==> src/rtl/poly_tone_if.sv <==
// Note-command channel from the sequencer/ROM layer into poly_tone_gen.
// Signal suffixes are from the generator's point of view.
interface poly_tone_if #(
  parameter int VW    = 2,
  parameter int BW    = 24,
  parameter int AMP_W = 4,
  parameter int LEN_W = 8
) ();
  logic             cmd_valid_i;
  logic             cmd_ready_o;
  logic [VW-1:0]    cmd_voice_i;
  logic             cmd_stop_i;
  logic [BW-1:0]    cmd_period_i;
  logic [AMP_W-1:0] cmd_amp_i;
  logic [LEN_W-1:0] cmd_len_i;

  modport master (
    output cmd_valid_i, cmd_voice_i, cmd_stop_i, cmd_period_i, cmd_amp_i, cmd_len_i,
    input  cmd_ready_o
  );

  modport slave (
    input  cmd_valid_i, cmd_voice_i, cmd_stop_i, cmd_period_i, cmd_amp_i, cmd_len_i,
    output cmd_ready_o
  );
endinterface

==> src/rtl/poly_tone_gen.sv <==
// Polyphonic square-wave tone generator with per-voice linear ASR envelopes,
// a registered mixer and a 1-bit PWM output stage.
//
// state   | meaning
// IDLE    | voice silent, E=0, phase/sq held at 0
// ATTACK  | E rises by one per strobe until it reaches the peak A
// SUSTAIN | E held at A for L+1 strobes
// RELEASE | E falls by one per strobe, back to IDLE at 0
module poly_tone_gen #(
  parameter int  NUM_VOICES = 4,
  parameter int  BW         = 24,
  parameter int  AMP_W      = 4,
  parameter int  LEN_W      = 8,
  localparam int VW         = $clog2(NUM_VOICES),
  localparam int SW         = AMP_W + VW
) (
  input  logic                  clk_i,
  input  logic                  rst_i,
  input  logic                  strb_i,
  poly_tone_if.slave            cmd,
  output logic [NUM_VOICES-1:0] voice_busy_o,
  output logic [SW-1:0]         level_o,
  output logic                  pwm_o
);
  localparam logic [1:0] ST_IDLE    = 2'd0;
  localparam logic [1:0] ST_ATTACK  = 2'd1;
  localparam logic [1:0] ST_SUSTAIN = 2'd2;
  localparam logic [1:0] ST_RELEASE = 2'd3;

  logic             accept;
  logic             hold_full_q;
  logic [VW-1:0]    hold_voice_q;
  logic             hold_stop_q;
  logic [BW-1:0]    hold_period_q;
  logic [AMP_W-1:0] hold_amp_q;
  logic [LEN_W-1:0] hold_len_q;

  logic [AMP_W-1:0] mix_term [NUM_VOICES];
  logic [SW-1:0]    level_d;
  logic [SW-1:0]    level_q;
  logic [SW-1:0]    pc_q;
  logic             pwm_q;

  assign cmd.cmd_ready_o = ~hold_full_q;
  assign accept          = cmd.cmd_valid_i & ~hold_full_q & ~rst_i;

  // One-entry command buffer: captured on accept, applied and freed on the next edge.
  always_ff @(posedge clk_i) begin
    if (rst_i) hold_full_q <= 1'b0;
    else       hold_full_q <= accept;
    if (accept) begin
      hold_voice_q  <= cmd.cmd_voice_i;
      hold_stop_q   <= cmd.cmd_stop_i;
      hold_period_q <= cmd.cmd_period_i;
      hold_amp_q    <= cmd.cmd_amp_i;
      hold_len_q    <= cmd.cmd_len_i;
    end
  end

  for (genvar v = 0; v < NUM_VOICES; v++) begin : g_voice
    logic [1:0]       st_q, st_d;
    logic [AMP_W-1:0] e_q, e_d, a_q, a_d;
    logic [LEN_W-1:0] l_q, l_d;
    logic [BW-1:0]    p_q, p_d, ph_q, ph_d;
    logic             sq_q, sq_d;
    logic             apply;
    logic             start;

    // Voice indices that do not exist never match, so such commands are dropped.
    assign apply = hold_full_q && (hold_voice_q == VW'(v));
    // A zero period or zero amplitude cannot make a note, so it acts as a stop.
    assign start = apply && !hold_stop_q && (hold_period_q != '0) && (hold_amp_q != '0);

    // Tone phase plus envelope step; an applied command masks a coincident strobe.
    always_comb begin
      st_d = st_q;
      e_d  = e_q;
      a_d  = a_q;
      l_d  = l_q;
      p_d  = p_q;
      ph_d = ph_q;
      sq_d = sq_q;

      if (start) begin
        ph_d = '0;
        sq_d = 1'b0;
      end else if (st_q != ST_IDLE) begin
        if (ph_q == p_q - BW'(1)) begin
          ph_d = '0;
          sq_d = ~sq_q;
        end else begin
          ph_d = ph_q + BW'(1);
        end
      end

      if (start) begin
        st_d = ST_ATTACK;
        e_d  = '0;
        a_d  = hold_amp_q;
        l_d  = hold_len_q;
        p_d  = hold_period_q;
      end else if (apply) begin
        if (st_q == ST_ATTACK || st_q == ST_SUSTAIN) st_d = ST_RELEASE;
      end else if (strb_i) begin
        case (st_q)
          ST_ATTACK: begin
            e_d = e_q + AMP_W'(1);
            if (e_d == a_q) st_d = ST_SUSTAIN;
          end
          ST_SUSTAIN: begin
            if (l_q == '0) st_d = ST_RELEASE;
            else           l_d  = l_q - LEN_W'(1);
          end
          ST_RELEASE: begin
            // A stop before the first attack strobe releases from E=0; never wrap.
            if (e_q <= AMP_W'(1)) begin
              e_d  = '0;
              st_d = ST_IDLE;
            end else begin
              e_d = e_q - AMP_W'(1);
            end
          end
          default: e_d = '0;
        endcase
      end

      if (st_d == ST_IDLE) begin
        ph_d = '0;
        sq_d = 1'b0;
      end
    end

    // Voice state registers.
    always_ff @(posedge clk_i) begin
      if (rst_i) begin
        st_q <= ST_IDLE;
        e_q  <= '0;
        a_q  <= '0;
        l_q  <= '0;
        p_q  <= '0;
        ph_q <= '0;
        sq_q <= 1'b0;
      end else begin
        st_q <= st_d;
        e_q  <= e_d;
        a_q  <= a_d;
        l_q  <= l_d;
        p_q  <= p_d;
        ph_q <= ph_d;
        sq_q <= sq_d;
      end
    end

    assign voice_busy_o[v] = (st_q != ST_IDLE);
    assign mix_term[v]     = sq_q ? e_q : '0;
  end

  // Sum of every voice whose square is currently high; sized so it cannot overflow.
  always_comb begin
    level_d = '0;
    for (int v = 0; v < NUM_VOICES; v++) level_d = level_d + SW'(mix_term[v]);
  end

  // Registered mix level, free-running PWM carrier and comparator.
  always_ff @(posedge clk_i) begin
    if (rst_i) begin
      level_q <= '0;
      pc_q    <= '0;
      pwm_q   <= 1'b0;
    end else begin
      level_q <= level_d;
      pc_q    <= pc_q + SW'(1);
      pwm_q   <= (level_q > pc_q);
    end
  end

  assign level_o = level_q;
  assign pwm_o   = pwm_q;
endmodule

==> src/flat_wrapper.sv <==
// flat-port wrapper written by rule: the top's interface ports become plain ports
module poly_tone_gen_flat 
#(
  parameter int  NUM_VOICES = 4,
  parameter int  BW         = 24,
  parameter int  AMP_W      = 4,
  parameter int  LEN_W      = 8,
  localparam int VW         = $clog2(NUM_VOICES),
  localparam int SW         = AMP_W + VW
)
  (clk_i, rst_i, strb_i, voice_busy_o, level_o, pwm_o, cmd_cmd_valid_i, cmd_cmd_voice_i, cmd_cmd_stop_i, cmd_cmd_period_i, cmd_cmd_amp_i, cmd_cmd_len_i, cmd_cmd_ready_o);
  poly_tone_if #(.VW((2)), .BW(BW), .AMP_W(AMP_W), .LEN_W(LEN_W)) cmd_i ();
  input  logic clk_i;
  input  logic rst_i;
  input  logic strb_i;
  output logic [NUM_VOICES-1:0] voice_busy_o;
  output logic [SW-1:0] level_o;
  output logic pwm_o;
  input wire logic [$bits(cmd_i.cmd_valid_i)-1:0] cmd_cmd_valid_i;
  input wire logic [$bits(cmd_i.cmd_voice_i)-1:0] cmd_cmd_voice_i;
  input wire logic [$bits(cmd_i.cmd_stop_i)-1:0] cmd_cmd_stop_i;
  input wire logic [$bits(cmd_i.cmd_period_i)-1:0] cmd_cmd_period_i;
  input wire logic [$bits(cmd_i.cmd_amp_i)-1:0] cmd_cmd_amp_i;
  input wire logic [$bits(cmd_i.cmd_len_i)-1:0] cmd_cmd_len_i;
  output wire logic [$bits(cmd_i.cmd_ready_o)-1:0] cmd_cmd_ready_o;
  assign cmd_i.cmd_valid_i = cmd_cmd_valid_i;
  assign cmd_i.cmd_voice_i = cmd_cmd_voice_i;
  assign cmd_i.cmd_stop_i = cmd_cmd_stop_i;
  assign cmd_i.cmd_period_i = cmd_cmd_period_i;
  assign cmd_i.cmd_amp_i = cmd_cmd_amp_i;
  assign cmd_i.cmd_len_i = cmd_cmd_len_i;
  assign cmd_cmd_ready_o = cmd_i.cmd_ready_o;
  poly_tone_gen #(.NUM_VOICES(NUM_VOICES), .BW(BW), .AMP_W(AMP_W), .LEN_W(LEN_W)) u_core (.clk_i(clk_i), .rst_i(rst_i), .strb_i(strb_i), .cmd(cmd_i), .voice_busy_o(voice_busy_o), .level_o(level_o), .pwm_o(pwm_o));
endmodule
==> config.mk <==
export PLATFORM = sky130hd
export DESIGN_NAME = poly_tone_gen_flat
export DESIGN_NICKNAME = d
export VERILOG_FILES = /design/src/rtl/poly_tone_if.sv /design/src/rtl/poly_tone_gen.sv /design/src/flat_wrapper.sv
export SDC_FILE = /design/constraint.sdc
export NUM_CORES = 1
export LEC_CHECK = 0
export CAP_MARGIN = 15
export CORE_ASPECT_RATIO = 1.4
export CORE_UTILIZATION = 51
export CTS_CLUSTER_SIZE = 10
export DETAILED_ROUTE_END_ITERATION = 12
export PLACE_DENSITY_LB_ADDON = 0.2
export SKIP_CTS_REPAIR_TIMING = 1
export SLEW_MARGIN = 20
export SYNTH_ARGS = -nofsm -noshare
export SYNTH_HDL_FRONTEND = slang
export SYNTH_SLANG_ARGS = --single-unit
==> constraint.sdc <==
create_clock -name clk_i -period 3.4 [get_ports clk_i]
set_clock_uncertainty 0.05 [all_clocks]
set_input_delay 0.85 -clock clk_i [delete_from_list [all_inputs] [get_ports clk_i]]
set_output_delay 0.85 -clock clk_i [all_outputs]
set_load 0.02 [all_outputs]
After elaboration in Yosys (flattened, before gate mapping)

Index checks and enable logic that the tools add are counted.

Add/sub/neg operators: 24
$mul: 0
Divide/modulo/power cells: 0
Magnitude comparators: 5
Equality and inequality tests: 31
Shift-type cells: 0
Mux-type cells: 68
Bitwise gates (word level): 16
Reductions and logical operators: 64

Operators by type and width:

| cell                  | count |
|---|---|
| $mux 8                | 20 |
| $add 24x1->24 const B | 4 |
| $eq 24x24->1          | 4 |
| $mux 24               | 4 |
| $sub 24x1->24 const B | 4 |
| $mux 2                | 28 |
| $pmux 4 s3            | 4 |
| $logic_not 8->1       | 4 |
| $mux 4                | 8 |
| $sub 8x1->8 const B   | 4 |
| $pmux 2 s3            | 4 |
| $reduce_bool 2->1     | 12 |
| $reduce_bool 24->1    | 1 |
| $eq 2x2->1 const B    | 10 |
| $add 4x1->4 const B   | 4 |
| $eq 4x4->1            | 4 |
| $le 4x1->1 const B    | 4 |
| $logic_and 1x1->1     | 16 |
| $reduce_and 4->1      | 4 |
| $sub 4x1->4 const B   | 4 |
| $not 1->1             | 14 |
| $add 6x4->6           | 2 |
| $reduce_and 3->1      | 4 |
| $reduce_or 3->1       | 4 |
| other kinds (13)      | 37 |

Flip-flop bits (word level): 321
Latch bits: 0
RAM bits: 0
Bits in read-only memories: 0
Bits of input ports: 43
Output and inout port bits: 12
Logic and storage cells: 245
Memories: 0

Logic depth before layout (Yosys ltp)

Word-level depth: 9
Depth in mapped cells: 14
Mapped depth without buffers: 13

Least setup slack after synthesis

Ideal clock, no wire load.

Kind: reg-to-reg
Start point: register u_core.g_voice[0].e_q[0]
End point: register u_core.level_q[4] (netlist: u_core.level_o[4])
Library setup time: 128 ps
Arrival: 2,815 ps
Required time: 3,222 ps
Setup slack: 407 ps
Cell stages (with the launch flop): 14
Path buffers: 1
Period minus slack after synthesis: 2,993 ps
Path through: dfxtp_1 clkbuf_1 inv_1 nor2_1 ha_1 fa_1 xnor2_1 fa_1 inv_1 ha_1 a21o_1 a21oi_1 xor2_1 nor2_1

Longest elaborated chain between the ends: 4

RTL lines:

| item                      | line                 | source |
|---|---|---|
| from (decl)               | poly_tone_gen.sv:62  | `logic [AMP_W-1:0] e_q, e_d, a_q, a_d;` |
| from (signal assigned)    | poly_tone_gen.sv:137 | `e_q <= '0;` |
| from (signal assigned)    | poly_tone_gen.sv:145 | `e_q <= e_d;` |
| $mux 4                    | poly_tone_gen.sv:155 | `assign mix_term[v] = sq_q ? e_q : '0;` |
| $add 4x4->5               | poly_tone_gen.sv:161 | `for (int v = 0; v < NUM_VOICES; v++) level_d = level_d + SW'(mix_term[v]);` |
| $add 6x4->6 (2 in series) | poly_tone_gen.sv:161 |  |
| to (signal assigned)      | poly_tone_gen.sv:171 | `level_q <= level_d;` |
| to (decl)                 | poly_tone_gen.sv:40  | `logic [SW-1:0] level_q;` |

Every way passes these cells.
A chain may end at the register's enable or synchronous reset.

Worst setup path in the final report

Start point: register u_core.g_voice[2].p_q[2]
End point: register u_core.g_voice[2].ph_q[6]

Longest elaborated chain between the ends: 3

RTL lines:

| item                   | line                 | source |
|---|---|---|
| from (decl)            | poly_tone_gen.sv:64  | `logic [BW-1:0] p_q, p_d, ph_q, ph_d;` |
| from (signal assigned) | poly_tone_gen.sv:148 | `p_q <= p_d;` |
| $sub 24x1->24          | poly_tone_gen.sv:88  | `if (ph_q == p_q - BW'(1)) begin` |
| $eq 24x24->1           | poly_tone_gen.sv:88  |  |
| $mux 24                | poly_tone_gen.sv:88  |  |
| to (signal assigned)   | poly_tone_gen.sv:149 | `ph_q <= ph_d;` |
| to (decl)              | poly_tone_gen.sv:64  |  |

Every way passes these cells.

==> impl_metrics.py <==
metrics = {
    "run_status": {
        "outcome": "complete, no violations",
    },
    "global_routing": {
        "gr-total-overflow": 0,
        "grt_pass1_vias": 15500,
        "grt_pass1_wl_um": 79200,
        "track_usage_pct": 27.1,
        "grt_start_max_net_pins": 66,
        "antenna_found_initial": 0,
    },
    "worst_setup_path": {
        "worstSetupStartpoint": "u_core.g_voice[2].p_q[2]$_SDFFE_PP0P_",
        "r2r-start": "u_core.g_voice[2].p_q[2]$_SDFFE_PP0P_",
        "criticalPathCategory": "reg -> reg",
        "cp_max_fo": 23,
        "cp.required_ns": 3.75,
        "reg2reg_slack_ns": 0.18,
        "crit_arrival_ns": 3.57,
        "cp-end-kind": "register",
        "start_kind": "register",
        "rr_worst_depth": 8,
        "r2r-end": "u_core.g_voice[2].ph_q[6]$_SDFFE_PP0P_",
        "crit_end": "u_core.g_voice[2].ph_q[6]$_SDFFE_PP0P_",
    },
    "routing": {
        "vias": 15900,
        "ant_nets": 0,
        "drc": 0,
        "routed_via_density": 5.98,
        "drt_pass1_iterations": 5,
        "wl_per_cell_um": 18.7,
        "wl_um": 49800,
        "drt_iter0_drc": 906,
    },
    "timing": {
        "fmaxAchievable_ghz": 0.311,
        "hold_slack_ns": 0.420,
        "worst_pin_slew_ns": 0.763,
        "rsz0062_at_grt": "false",
        "tns_ns": 0,
        "period_minus_slack_ns": 3.22,
        "drv_slew": 0,
        "fin_crit_sh_pct": 94.6,
        "finalSetupViolations": 0,
        "hold_viol_final": 0,
        "relSlewSlack_pct": 48.5,
    },
    "cts": {
        "cts_buffers": 38,
        "clock_latency_ns": 0.53,
        "root_buffer": "clkbuf_16",
        "htreeDepth": 2,
        "clkTransAtPathRegs_ns": 0.06,
        "cts_tree": "built",
        "clock_path_buffers": 3,
        "cts.sinks": 321,
    },
    "floorplanning": {
        "core_area_um2": 35200,
        "ios": 55,
        "die_area_um2": 36800,
        "die_w_um": 162,
        "initial_core_util_pct": 52.2,
        "std_cell_rows": 81,
        "fp.dieH_um": 226,
    },
    "synth": {
        "ys_warn_count": 0,
        "synth_nets": 2231,
        "synth-seq-cells": 321,
        "netlist_area_um2": 18400,
        "synthArstFlopShare_pct": 0,
        "synth.largest_area_cell": "dfxtp_1",
        "synth.distinct_cells": 91,
        "synthTopCellsByArea": "dfxtp_1 31%, nor2_1 6.5%, edfxtp_1 6.4%, xnor2_1 6.1%, mux2i_1 6.1%",
        "syn_area_per_cell_um2": 8.57,
        "synthFlopType": "dfxtp_1",
        "ys_seq_area_share_pct": 37.1,
        "synth_edf_count": 39,
        "syn_inst": 2143,
        "post-synth-top-area-fraction_pct": 30.8,
    },
    "finish": {
        "area_delta_synth_final_pct": 12.3,
        "multiInputGateArea_um2": 10800,
        "utilization_pct": 58.6,
        "final_nets": 2278,
        "drive_gt1_share_pct": 7.07,
        "fillers": 3150,
        "diodes": 0,
        "layout_common_cells": "318 x nor2_1, 282 x dfxtp_1, 129 x nand2_1",
        "seq_area_um2": 6820,
        "finish.instance_area_um2": 20600,
        "final_common_cell": "nor2_1",
    },
    "worst_hold_path": {
        "hp-class": "reg -> reg",
        "min_from": "u_core.pc_q[0]$_SDFF_PP0_",
    },
    "placed_design": {
        "port_buffers": 54,
        "post_dp_cell_area_um2": 19500,
        "place_congestion": 0.959,
        "dp_hpwl_um": 36800,
    },
    "power_and_ir_drop": {
        "power.switching_mw": 1.90,
        "power_leakage_nw": 7.74,
        "p_int_mw": 6.24,
        "power_frac_clock_pct": 45.0,
        "vdd.ir_drop.worst_v": 0.000361,
        "p_sw_share_pct": 23.3,
        "p_comb_share_pct": 6.4,
        "power_density_nw_per_um2": 395,
        "pwr-share-seq_pct": 48.6,
    },
    "run": {
        "maxCapViolations": 0,
    },
}
power groups by stage:
stage	clock network [mW]	logic, mW	registers, mW
global route	3.88	0.566	3.96
finish	3.67	0.519	3.96
CTS	3.75	0.517	3.96
floorplan	0	0.343	4.00
detailed placement	0	0.513	4.04
global placement	0	0.507	4.04
per-stage QoR:
step / power, mW / worst slack, ns / cells
2_1_floorplan: 4.35 / 0.407 / 2143
3_3_place_gp: 4.54 / 0.191 / 2606
3_5_place_dp: 4.55 / 0.149 / 2606
4_1_cts: 8.22 / 0.180 / 2664
5_1_grt: 8.40 / 0.00874 / 2664
6_report: 8.14 / 0.185 / 2664
layer usage:
layer  GRT usage [%]  wire [um]
met1            29.0      19200
met2            51.0      25800
met3            3.04       2010
met4            14.9       2750
met5               0          0
worst min-delay path by stage:
stage / end / slack [ns] / cells after the start
2_1_floorplan: u_core.pc_q[0]$_SDFF_PP0_ / 0.38 / 1
3_3_place_gp: u_core.pc_q[0]$_SDFF_PP0_ / 0.40 / 1
3_5_place_dp: u_core.pc_q[0]$_SDFF_PP0_ / 0.41 / 1
4_1_cts: u_core.pc_q[0]$_SDFF_PP0_ / 0.43 / 1
5_1_grt: u_core.pc_q[0]$_SDFF_PP0_ / 0.45 / 1
6_report: u_core.pc_q[0]$_SDFF_PP0_ / 0.42 / 1
state kept, by name, indices dropped and copies added, names as in the netlist:
signal                cells
u_core.pc_q               6
u_core.g_voice.a_q       16
u_core.g_voice.st_q       8
u_core.hold_amp_q         4
u_core.g_voice.p_q       96
u_core.hold_period_q     24
u_core.pwm_o              1
u_core.hold_stop_q        1
u_core.level_o            6
u_core.hold_full_q        1
u_core.g_voice.sq_q       4
u_core.g_voice.ph_q      96
u_core.hold_voice_q       2
u_core.hold_len_q         8
u_core.g_voice.l_q       32
u_core.g_voice.e_q       16
final cells by class:
| class | count | area share, % |
|---|---|---|
| clock buffer | 57 | 5.16 |
| sequential | 321 | 33.1 |
| tap | 456 | 2.77 |
| timing repair buffer | 118 | 5.12 |
| multi-input combinational | 1639 | 52.5 |
| clock inverter | 1 | 0.0425 |
| inverter | 72 | 1.31 |
worst max-delay path: stages (launching register included):
cell	delay [ns]
dfxtp_1	0.42
nor4_1	0.67
nand3_1	0.37
or4_1	0.54
a21oi_1	0.26
o2111ai_1	0.14
and4b_1	0.26
buf_4	0.27
nor3_1	0.09
logic make-up (layout without fill, tap and decap cells):
kind of cell    Yosys count  after routing  synth area share [%]
fa+ha+maj                45             45                  3.31
simple gates            945            945                  26.1
mux                     117            117                  6.42
flops                   321            321                  37.1
compound gates          300            300                  11.7
xor+xnor                232            232                  11.2
buf+inv                 183            248                  4.12
cell usage after synthesis, drive strengths merged, types with 39 or more instances:
cell    count
a21oi      65
xor2      103
nor4       48
nor3      127
mux2i     111
nor2      319
nand3      75
dfxtp     282
nand4      46
nand2     129
xnor2     127
edfxtp     39
inv        69
clkbuf     94
o21ai      49
ha         39
Note: power is estimated with default switching activity, not from simulation.
